`config.mk`:
```
export PLATFORM = sky130hd
export DESIGN_NAME = muldiv_unit
export DESIGN_NICKNAME = d
export VERILOG_FILES = /design/src/rtl/muldiv_unit.sv
export SDC_FILE = /design/constraint.sdc
export NUM_CORES = 1
export LEC_CHECK = 0
export CAP_MARGIN = 15
export CORE_ASPECT_RATIO = 1.4
export CORE_MARGIN = 3
export CORE_UTILIZATION = 25
export DETAILED_ROUTE_END_ITERATION = 7
export HOLD_SLACK_MARGIN = 0.05
export PLACE_DENSITY_LB_ADDON = 0.15
export SLEW_MARGIN = 0
export SYNTH_ARGS = -nofsm -noshare
export SYNTH_HDL_FRONTEND = slang
export SYNTH_SLANG_ARGS = --single-unit
```
`constraint.sdc`:
```
create_clock -name clk -period 6.4 [get_ports clk]
set_input_delay 1.28 -clock clk [delete_from_list [all_inputs] [get_ports clk]]
set_output_delay 1.28 -clock clk [all_outputs]
set_load 0.005 [all_outputs]
```
`src/rtl/muldiv_unit.sv`:
```
// muldiv_unit
//    Iterative multiply/divide unit for the EX stage. Owns the HI/LO
//    registers, runs one radix-2 iteration per cycle for WIDTH cycles,
//    applies sign correction in a single FIX cycle and stalls the pipeline
//    while an operation is in flight.
//
// Ports
//    clk    : clock, all state changes on the rising edge
//    reset  : synchronous active-high reset
//    start  : request an operation (accepted only in IDLE, not in the done cycle)
//    op     : 00 MULT, 01 MULTU, 10 DIV, 11 DIVU
//    a, b   : multiplicand/dividend, multiplier/divisor
//    flush  : abort the operation in progress, blocks a new start
//    hi_we  : MTHI write enable (IDLE only)
//    lo_we  : MTLO write enable (IDLE only)
//    wdata  : MTHI/MTLO data
//    busy   : operation in progress (CALC or FIX)
//    stall  : pipeline stall request, busy | (start & ~done)
//    done   : one-cycle pulse, new HI/LO visible in the same cycle
//    hi, lo : HI/LO registers
module muldiv_unit #(
   parameter int WIDTH = 32
) (
   input  logic             clk,
   input  logic             reset,
   input  logic             start,
   input  logic [1:0]       op,
   input  logic [WIDTH-1:0] a,
   input  logic [WIDTH-1:0] b,
   input  logic             flush,
   input  logic             hi_we,
   input  logic             lo_we,
   input  logic [WIDTH-1:0] wdata,
   output logic             busy,
   output logic             stall,
   output logic             done,
   output logic [WIDTH-1:0] hi,
   output logic [WIDTH-1:0] lo
);

   localparam int CW = (WIDTH > 1) ? $clog2(WIDTH) : 1;

   typedef enum logic [1:0] {
      IDLE = 2'b00,
      CALC = 2'b01,
      FIX  = 2'b10
   } state_t;

   state_t             state_r;
   state_t             state_nxt_s;
   logic [CW-1:0]      count_r;
   logic [1:0]         op_r;
   logic [WIDTH-1:0]   a_r;
   logic [WIDTH-1:0]   mag_b_r;
   logic               a_neg_r;
   logic               b_neg_r;
   logic [WIDTH-1:0]   acc_r;      // product high half / partial remainder
   logic [WIDTH-1:0]   q_r;        // multiplier shifting out / quotient shifting in
   logic [WIDTH-1:0]   hi_r;
   logic [WIDTH-1:0]   lo_r;
   logic               done_r;

   logic               accept_s;
   logic               load_s;
   logic               last_s;
   logic               signed_op_s;
   logic               a_neg_s;
   logic               b_neg_s;
   logic [WIDTH-1:0]   mag_a_s;
   logic [WIDTH-1:0]   mag_b_s;
   logic [WIDTH:0]     mul_sum_s;
   logic [WIDTH:0]     div_shift_s;
   logic [WIDTH:0]     div_trial_s;
   logic [WIDTH-1:0]   acc_nxt_s;
   logic [WIDTH-1:0]   q_nxt_s;
   logic [2*WIDTH-1:0] prod_s;
   logic [2*WIDTH-1:0] prod_fix_s;
   logic [WIDTH-1:0]   fix_hi_s;
   logic [WIDTH-1:0]   fix_lo_s;

   assign last_s = (count_r == CW'(WIDTH - 1));
   assign busy   = (state_r != IDLE);
   assign stall  = busy | (start & ~done_r);
   assign done   = done_r;
   assign hi     = hi_r;
   assign lo     = lo_r;

   // Next-state decode plus accept/load strobes.
   always_comb begin
      state_nxt_s = state_r;
      accept_s    = 1'b0;
      load_s      = 1'b0;
      case (state_r)
         IDLE: begin
            if (start && !done_r && !flush) begin
               state_nxt_s = CALC;
               accept_s    = 1'b1;
            end else begin
               state_nxt_s = IDLE;
            end
         end
         CALC: begin
            if (flush) begin
               state_nxt_s = IDLE;
            end else if (last_s) begin
               state_nxt_s = FIX;
            end else begin
               state_nxt_s = CALC;
            end
         end
         FIX: begin
            state_nxt_s = IDLE;
            if (flush) begin
               load_s = 1'b0;
            end else begin
               load_s = 1'b1;
            end
         end
         default: begin
            state_nxt_s = IDLE;
         end
      endcase
   end

   // Operand magnitudes; only the signed ops (op[0]=0) can be negative.
   always_comb begin
      signed_op_s = ~op[0];
      a_neg_s     = signed_op_s & a[WIDTH-1];
      b_neg_s     = signed_op_s & b[WIDTH-1];
      if (a_neg_s) begin
         mag_a_s = {WIDTH{1'b0}} - a;
      end else begin
         mag_a_s = a;
      end
      if (b_neg_s) begin
         mag_b_s = {WIDTH{1'b0}} - b;
      end else begin
         mag_b_s = b;
      end
   end

   // One shift-add (multiply) or restoring-subtract (divide) iteration.
   always_comb begin
      if (q_r[0]) begin
         mul_sum_s = {1'b0, acc_r} + {1'b0, mag_b_r};
      end else begin
         mul_sum_s = {1'b0, acc_r};
      end
      div_shift_s = {acc_r, q_r[WIDTH-1]};
      div_trial_s = div_shift_s - {1'b0, mag_b_r};
      if (op_r[1]) begin
         // A borrow out of the trial subtraction means the divisor did not fit.
         if (div_trial_s[WIDTH]) begin
            acc_nxt_s = div_shift_s[WIDTH-1:0];
            q_nxt_s   = {q_r[WIDTH-2:0], 1'b0};
         end else begin
            acc_nxt_s = div_trial_s[WIDTH-1:0];
            q_nxt_s   = {q_r[WIDTH-2:0], 1'b1};
         end
      end else begin
         acc_nxt_s = mul_sum_s[WIDTH:1];
         q_nxt_s   = {mul_sum_s[0], q_r[WIDTH-1:1]};
      end
   end

   // Sign correction and special cases applied in FIX.
   always_comb begin
      prod_s     = {acc_r, q_r};
      prod_fix_s = prod_s;
      fix_hi_s   = hi_r;
      fix_lo_s   = lo_r;
      if (!op_r[1]) begin
         if (a_neg_r ^ b_neg_r) begin
            prod_fix_s = {(2*WIDTH){1'b0}} - prod_s;
         end else begin
            prod_fix_s = prod_s;
         end
         fix_hi_s = prod_fix_s[2*WIDTH-1:WIDTH];
         fix_lo_s = prod_fix_s[WIDTH-1:0];
      end else if (mag_b_r == {WIDTH{1'b0}}) begin
         fix_hi_s = a_r;
         fix_lo_s = {WIDTH{1'b1}};
      end else begin
         // Most-negative / -1 falls out naturally: negating 2^(WIDTH-1) wraps to itself.
         if (a_neg_r ^ b_neg_r) begin
            fix_lo_s = {WIDTH{1'b0}} - q_r;
         end else begin
            fix_lo_s = q_r;
         end
         if (a_neg_r) begin
            fix_hi_s = {WIDTH{1'b0}} - acc_r;
         end else begin
            fix_hi_s = acc_r;
         end
      end
   end

   // FSM state, iteration counter, latched operands and working registers.
   always_ff @(posedge clk) begin
      if (reset) begin
         state_r <= IDLE;
         count_r <= {CW{1'b0}};
         op_r    <= 2'b00;
         a_r     <= {WIDTH{1'b0}};
         mag_b_r <= {WIDTH{1'b0}};
         a_neg_r <= 1'b0;
         b_neg_r <= 1'b0;
         acc_r   <= {WIDTH{1'b0}};
         q_r     <= {WIDTH{1'b0}};
         done_r  <= 1'b0;
      end else begin
         state_r <= state_nxt_s;
         done_r  <= load_s;
         if (accept_s) begin
            op_r    <= op;
            a_r     <= a;
            mag_b_r <= mag_b_s;
            a_neg_r <= a_neg_s;
            b_neg_r <= b_neg_s;
            acc_r   <= {WIDTH{1'b0}};
            q_r     <= mag_a_s;
            count_r <= {CW{1'b0}};
         end else if (state_r == CALC) begin
            acc_r   <= acc_nxt_s;
            q_r     <= q_nxt_s;
            count_r <= count_r + CW'(1);
         end
      end
   end

   // HI/LO: result load on FIX->IDLE, MTHI/MTLO only while IDLE.
   always_ff @(posedge clk) begin
      if (reset) begin
         hi_r <= {WIDTH{1'b0}};
         lo_r <= {WIDTH{1'b0}};
      end else if (load_s) begin
         hi_r <= fix_hi_s;
         lo_r <= fix_lo_s;
      end else if (state_r == IDLE) begin
         if (hi_we) begin
            hi_r <= wdata;
         end
         if (lo_we) begin
            lo_r <= wdata;
         end
      end
   end

endmodule

```
==> results of run 1 <==
==> registers in the layout, indices dropped and copies added, names as in the netlist <==
signal	cells
lo	32
q_r	32
state_r	2
a_neg_r	1
mag_b_r	32
count_r	5
done	1
a_r	32
hi	32
op_r	1
b_neg_r	1
acc_r	32
==> stage by stage <==
step / hold slack, ns / power (W)
floorplan: 0.433 / 0.00214
global placement: 0.446 / 0.00259
detailed placement: 0.450 / 0.00260
CTS: 0.460 / 0.00422
global route: 0.478 / 0.00436
finish: 0.460 / 0.00417
==> layer usage <==
| metal | global-route usage | vias to the layer above | wire (um) |
|---|---|---|---|
| met5 | 0 | - | 0 |
| met2 | 0.370 | 403 | 36000 |
| met3 | 0.0148 | 108 | 2320 |
| met4 | 0.104 | 0 | 4150 |
| met1 | 0.237 | 7852 | 28600 |
| li1 | - | 8062 | - |
==> cells by family (layout without fill, tap and decap cells) <==
logic type	count (synthesis)	in the layout	share of synthesized area
adders and majority gates	72	72	0.0570
DFF	203	203	0.253
and+or+nand+nor	670	670	0.194
AOI/OAI and AO/OA	725	725	0.290
xor gates and xnor gates	175	175	0.0958
buffers and inverters	229	322	0.0546
muxes	89	89	0.0562
==> cell usage after synthesis (15+ instances only) <==
library cell	number
sky130_fd_sc_hd__inv_1	66
sky130_fd_sc_hd__nand2_1	255
sky130_fd_sc_hd__o211ai_1	18
sky130_fd_sc_hd__a221oi_1	32
sky130_fd_sc_hd__a211oi_1	110
sky130_fd_sc_hd__o21ai_0	135
sky130_fd_sc_hd__dfxtp_1	203
sky130_fd_sc_hd__a21oi_1	226
sky130_fd_sc_hd__xnor2_1	109
sky130_fd_sc_hd__nor3_1	47
sky130_fd_sc_hd__ha_1	70
sky130_fd_sc_hd__a31oi_1	26
sky130_fd_sc_hd__or4_1	15
sky130_fd_sc_hd__nor2_1	187
sky130_fd_sc_hd__nand2b_1	27
sky130_fd_sc_hd__nor4_1	27
sky130_fd_sc_hd__nand3_1	29
sky130_fd_sc_hd__o31ai_1	18
sky130_fd_sc_hd__clkbuf_1	139
sky130_fd_sc_hd__a21o_1	26
sky130_fd_sc_hd__mux2i_1	79
sky130_fd_sc_hd__xor2_1	65
==> where the power goes <==
part           internal, W  total [W]  switching, W
logic             0.000457    0.00112      0.000661
clock network     0.000979    0.00160      0.000623
registers          0.00134    0.00145      0.000114
total              0.00277    0.00417       0.00140
==> worst max-delay path: stages, from the launching register on <==
cell and delay (ns):
sky130_fd_sc_hd__dfxtp_1 0.62, sky130_fd_sc_hd__ha_1 0.41, sky130_fd_sc_hd__a21oi_1 0.23, sky130_fd_sc_hd__o21ai_0 0.20, sky130_fd_sc_hd__a2111oi_0 0.41, sky130_fd_sc_hd__a21oi_1 0.20
sky130_fd_sc_hd__o31ai_1 0.62, sky130_fd_sc_hd__a31oi_1 0.28, sky130_fd_sc_hd__xor2_2 0.16, sky130_fd_sc_hd__buf_4 0.41, sky130_fd_sc_hd__mux2_2 0.39, sky130_fd_sc_hd__a21oi_1 0.13
sky130_fd_sc_hd__o21ai_0 0.09
==> area by class of cell <==
cell class | instances | area, sq um | share of cell area
repair buffers | 205 | 1970 | 0.101
inverters | 69 | 259 | 0.0133
well taps | 832 | 1040 | 0.0536
clock buffers | 41 | 840 | 0.0432
clock inverters | 7 | 100 | 0.00515
multi-input cells | 1731 | 11200 | 0.574
flip-flops and latches | 203 | 4070 | 0.209
==> worst paths after layout <==
kind	end	depth (start not counted)
worst min register to register	a_r[28]	2
worst max-delay path	acc_r[6]	12
worst min-delay path	a_r[28]	2
worst max register to register	acc_r[6]	12
==> flow_metrics.env, run 1 <==
export IMPL_finalCritPeriodShare=0.675
export IMPL_global_route_overflow_total=0
export IMPL_min_from="a_r[28]"
export IMPL_synth_ff_latch_count=203
export IMPL_async_reset_ff_frac=0
export IMPL_io_pins=171
export IMPL_clock_sink_count=203
export IMPL_hold_buffers=0
export IMPL_antenna_found_initial=0
export IMPL_run_status="finished clean"
export IMPL_r2r_setup_slk_ns=2.08
export IMPL_tritoncts_num_buffers=26
export IMPL_largest_area_contributor_in_the_synthesized_netlist="sky130_fd_sc_hd__dfxtp_1"
export IMPL_post_dp_hpwl_mm=55.2
export IMPL_avgViaCountPerCell=5.32
export IMPL_tightestPinTransition_ns=1.02
export IMPL_initial_util=0.253
export IMPL_via_count=16425
export IMPL_drt_iter0_drcs=1184
export IMPL_grtUsageTotal=0.203
export IMPL_drc_errors=0
export IMPL_row_count=109
export IMPL_worstSkewPairLatency_ns=0.56
export IMPL_fin_util=0.306
export IMPL_max_capacitance_violation_count=0
export IMPL_worst_setup_path_type="register to register"
export IMPL_synth_top_area_frac=0.253
export IMPL_postRouteAntennaNets=0
export IMPL_relSlewSlack=0.320
export IMPL_yosys_warnings=0
export IMPL_path_clk_slew_ns=0.06
export IMPL_critPathCaptureType="register"
export IMPL_min_period_ns=4.32
export IMPL_arrival_ns=4.74
export IMPL_fmax_ghz=0.231
export IMPL_worst_slack_ns=2.08
export IMPL_layout_common_cells="sky130_fd_sc_hd__nand2_1, sky130_fd_sc_hd__a21oi_1, sky130_fd_sc_hd__dfxtp_1"
export IMPL_die_width_um=220
export IMPL_stdcell_count=3088
export IMPL_port_buffer_count=170
export IMPL_nets=2412
export IMPL_timing_final_hold_violations=0
export IMPL_die_h_um=306
export IMPL_kind_of_launch_point_of_the_worst_setup_path="register"
export IMPL_ctsHtreeMaxLevel=1
export IMPL_drive_gt1_frac=0.0563
export IMPL_critical_path_max_fanout=37
export IMPL_grt_pass1_wl_mm=105
export IMPL_cp_data_required_time_ns=6.82
export IMPL_ys_types=78
export IMPL_clk_root_buffer_cell="sky130_fd_sc_hd__clkbuf_16"
export IMPL_setup_viol=0
export IMPL_summed_negative_setup_slack_over_all_endpoints_ns=0
export IMPL_r2r_start="acc_r[14]"
export IMPL_synthesis_instances=2163
export IMPL_finClkSkew_ns=0.0182
export IMPL_mostFrequentLayoutCell="sky130_fd_sc_hd__nand2_1"
export IMPL_tritoncts="built"
export IMPL_fp_dieArea_sq_mm=0.0674
export IMPL_power_static_leakage_nw=7.15
export IMPL_ys_top_cells_by_area="sky130_fd_sc_hd__dfxtp_1, sky130_fd_sc_hd__a21oi_1, sky130_fd_sc_hd__nand2_1"
export IMPL_stdcell_area_sq_mm=0.0194
export IMPL_irDropWorstVdd_mv=0.197
export IMPL_fill_cells=6881
export IMPL_synth_area_sq_mm=0.0161
export IMPL_placed_insts=3040
export IMPL_grt_setup_unrepaired="no"
export IMPL_finalWeightedCongestion=0.930
export IMPL_type_of_the_most_critical_hold_path="register to register"
export IMPL_synth_flop_cell="sky130_fd_sc_hd__dfxtp_1"
export IMPL_post_cts_resize_count=0
export IMPL_post_synth_cell_area_avg_sq_um=7.43
export IMPL_post_cts_setup_buffer_count=0
export IMPL_routed_wirelength_mm=71.0
export IMPL_diode_count=0
export IMPL_edff_count_synth=0
export IMPL_power_density_mw_per_mm2=215
export IMPL_synth_nets=2339
export IMPL_routedWlPerCell_um=23.0
export IMPL_syn_to_final_growth_pct=20.9
export IMPL_placedInstanceArea_sq_mm=0.0185
export IMPL_first_global_vias=16125
export IMPL_clk_path_buf_depth=3
export IMPL_seq_area_frac_synth=0.253
export IMPL_maxSlewViolCount=0
export IMPL_grt_max_degree=85
export IMPL_core_area_sq_mm=0.0634
export IMPL_number_of_iterations_in_the_first_detailed_routing_pass=5
export IMPL_critPathLaunch="acc_r[14]"
export IMPL_place_worst_setup_slack_ns=1.64
Power figures use the tool's default switching activity.
==> inputs of run 2 (changes only) <==
==> constraint.sdc (replaced) <==
create_clock -name clk -period 3.7 [get_ports clk]
set_input_delay 0.74 -clock clk [delete_from_list [all_inputs] [get_ports clk]]
set_output_delay 0.74 -clock clk [all_outputs]
set_load 0.005 [all_outputs]
==> run 2 against run 1 <==
Compared with the run above: first-iteration DRC count fell by 5.6%; wire length rose by 6.2%; count of clock-buffer cells in the layout fell by 4; highest routed layer unchanged; largest power group unchanged; via count rose by 5.7%; hold slack got worse by 0.0056 ns; largest cell class unchanged; setup slack got worse by 1.9 ns.
==> flow_metrics.env, run 2 (synthesis results as in run 1) <==
export IMPL_grt_max_degree=79
export IMPL_grt_pass1_wl_mm=111
export IMPL_worst_path_largest_cell_delay_ns=0.34
export IMPL_grtUsageTotal=0.214
export IMPL_nets=2602
export IMPL_syn_to_final_growth_pct=30.1
export IMPL_number_of_iterations_in_the_first_detailed_routing_pass=5
export IMPL_initial_util=0.253
export IMPL_clock_sink_count=203
export IMPL_drive_gt1_frac=0.133
export IMPL_first_global_vias=17243
export IMPL_routedWlPerCell_um=23.0
export IMPL_worstSkewPairLatency_ns=0.55
export IMPL_fill_cells=6856
export IMPL_finalPower_w=0.00726
export IMPL_mostFrequentLayoutCell="sky130_fd_sc_hd__nand2_1"
export IMPL_comb_power_share=0.322
export IMPL_irDropWorstVdd_mv=0.398
export IMPL_timing_final_hold_violations=0
export IMPL_setup_viol=0
export IMPL_power_switching_w=0.00250
export IMPL_groute_layer_met1_usage=0.244
export IMPL_crit_chain="buf_4 -> ha_2 -> fa_2 -> nand2b_4 -> a21oi_4 -> o211ai_1 -> buf_4 -> a21oi_2 -> o31ai_1 -> buf_4 -> a31oi_2 -> buf_4 -> xor2_4 -> buf_12 -> buf_12 -> mux2_2 -> o221ai_1 -> a21oi_1"
export IMPL_fp_dieArea_sq_mm=0.0674
export IMPL_arrival_ns=3.97
export IMPL_tightestPinTransition_ns=1.04
export IMPL_max_capacitance_violation_count=0
export IMPL_clk_path_buf_depth=3
export IMPL_critical_path_max_fanout=5
export IMPL_postRouteAntennaNets=0
export IMPL_hold_buffers=0
export IMPL_layout_common_cells="sky130_fd_sc_hd__nand2_1, sky130_fd_sc_hd__a21oi_1, sky130_fd_sc_hd__buf_4"
export IMPL_core_area_sq_mm=0.0634
export IMPL_tritoncts="built"
export IMPL_via_count=17365
export IMPL_drt_iter0_drcs=1118
export IMPL_master_of_the_slowest_instance_on_the_critical_path="sky130_fd_sc_hd__fa_2"
export IMPL_routed_wirelength_mm=75.4
export IMPL_die_width_um=220
export IMPL_finalCritPeriodShare=0.959
export IMPL_finalHoldWorstSlack_ns=0.454
export IMPL_io_pins=171
export IMPL_globalRouteMet2Util=0.396
export IMPL_clockPowerShare=0.340
export IMPL_critPathCaptureType="register"
export IMPL_power_static_leakage_nw=8.09
export IMPL_run_status="finished clean"
export IMPL_diode_count=0
export IMPL_min_period_ns=3.55
export IMPL_kind_of_launch_point_of_the_worst_setup_path="register"
export IMPL_type_of_the_most_critical_hold_path="register to register"
export IMPL_globalRouteMet3Util=0.0168
export IMPL_die_h_um=306
export IMPL_min_path_cells=2
export IMPL_cp_data_required_time_ns=4.12
export IMPL_tritoncts_num_buffers=25
export IMPL_port_buffer_count=170
export IMPL_avgViaCountPerCell=5.30
export IMPL_row_count=109
export IMPL_finClkSkew_ns=0.0146
export IMPL_drc_errors=0
export IMPL_internal_power_w=0.00477
export IMPL_multiInputGateArea_sq_mm=0.0113
export IMPL_path_clk_slew_ns=0.06
export IMPL_fmax_ghz=0.282
export IMPL_relSlewSlack=0.302
export IMPL_ctsHtreeMaxLevel=1
export IMPL_global_route_overflow_total=0
export IMPL_post_dp_hpwl_mm=58.8
export IMPL_power_share_sequential=0.338
export IMPL_gr_max_usage_layer="met2"
export IMPL_clk_root_buffer_cell="sky130_fd_sc_hd__clkbuf_16"
export IMPL_area_sequential_sq_mm=0.00407
export IMPL_power_share_switching=0.344
export IMPL_antenna_found_initial=1
export IMPL_finalWeightedCongestion=0.972
export IMPL_worst_setup_path_type="register to register"
export IMPL_path_common_cell="sky130_fd_sc_hd__buf_4"
export IMPL_maxSlewViolCount=0
export IMPL_summed_negative_setup_slack_over_all_endpoints_ns=0
export IMPL_timing_reg2reg_worst_path_depth=18
export IMPL_power_density_mw_per_mm2=347
run 2: cell types whose count changed in the layout (fill, tap and decap cells not counted), sizes merged:
cell,delta
clkbuf,-2
clkinvlp,-2
bufinv,-1
clkinv,+2
buf,+189
inv,+1
run 2: metrics by stage:
step,instance area [sq um],utilization,setup WS [ns],std cells
2_1_floorplan,16100,-,0.338,2163
3_3_place_gp,19900,0.314,-0.330,3223
3_5_place_dp,19900,0.314,-0.249,3223
4_1_cts,20700,0.327,0.0352,3267
5_1_grt,20900,0.330,-0.0159,3275
6_report,20900,0.330,0.153,3275
run 2: layer usage:
metal  wire length, um  part of all wire
met5                 0                 0
met4              4630             0.061
met3              2790             0.037
met2             38400              0.51
met1             29600              0.39
run 2: worst paths after layout:
| path | start | endpoint | slack, ns |
|---|---|---|---|
| worst min-delay path | a_r[19] | a_r[19] | 0.45 |
| worst min register to register | a_r[19] | a_r[19] | 0.45 |
| worst max-delay path | mag_b_r[0] | acc_r[25] | 0.15 |
| worst max register to register | mag_b_r[0] | acc_r[25] | 0.15 |
run 2: area by class of cell:
type,instances,area share
Multi-Input combinational cell,1731,0.538
Sequential cell,203,0.194
Timing Repair Buffer,396,0.167
Tap cell,832,0.0498
Clock buffer,37,0.0349
Inverter,69,0.0124
Clock inverter,7,0.00317
run 2: what timing repair did:
| item | CTS | global route |
|---|---|---|
| resized for setup | 1 | 18 |
| setup endpoints to repair | 3 | 20 |
| pin swaps | 0 | 5 |
| cloned | 0 | 2 |
| setup buffers | 0 | 6 |
run 2: worst max-delay path: cells and delay by family, from the launching register on:
family | cells | cell delay, ns
AOI/OAI and AO/OA | 7 | 0.98
xor gates and xnor gates | 1 | 0.19
adders and majority gates | 2 | 0.53
buffers and inverters | 6 | 0.90
DFF | 1 | 0.32
muxes | 1 | 0.33
and+or+nand+nor | 1 | 0.17
run 2: power groups by stage:
stage	sequential [W]	clock, W	combinational (W)
final	0.00245	0.00247	0.00234
after detailed placement	0.00250	0	0.00223
after CTS	0.00245	0.00253	0.00225
after floorplan	0.00245	0	0.00126
after global routing	0.00247	0.00260	0.00254
after global placement	0.00250	0	0.00223
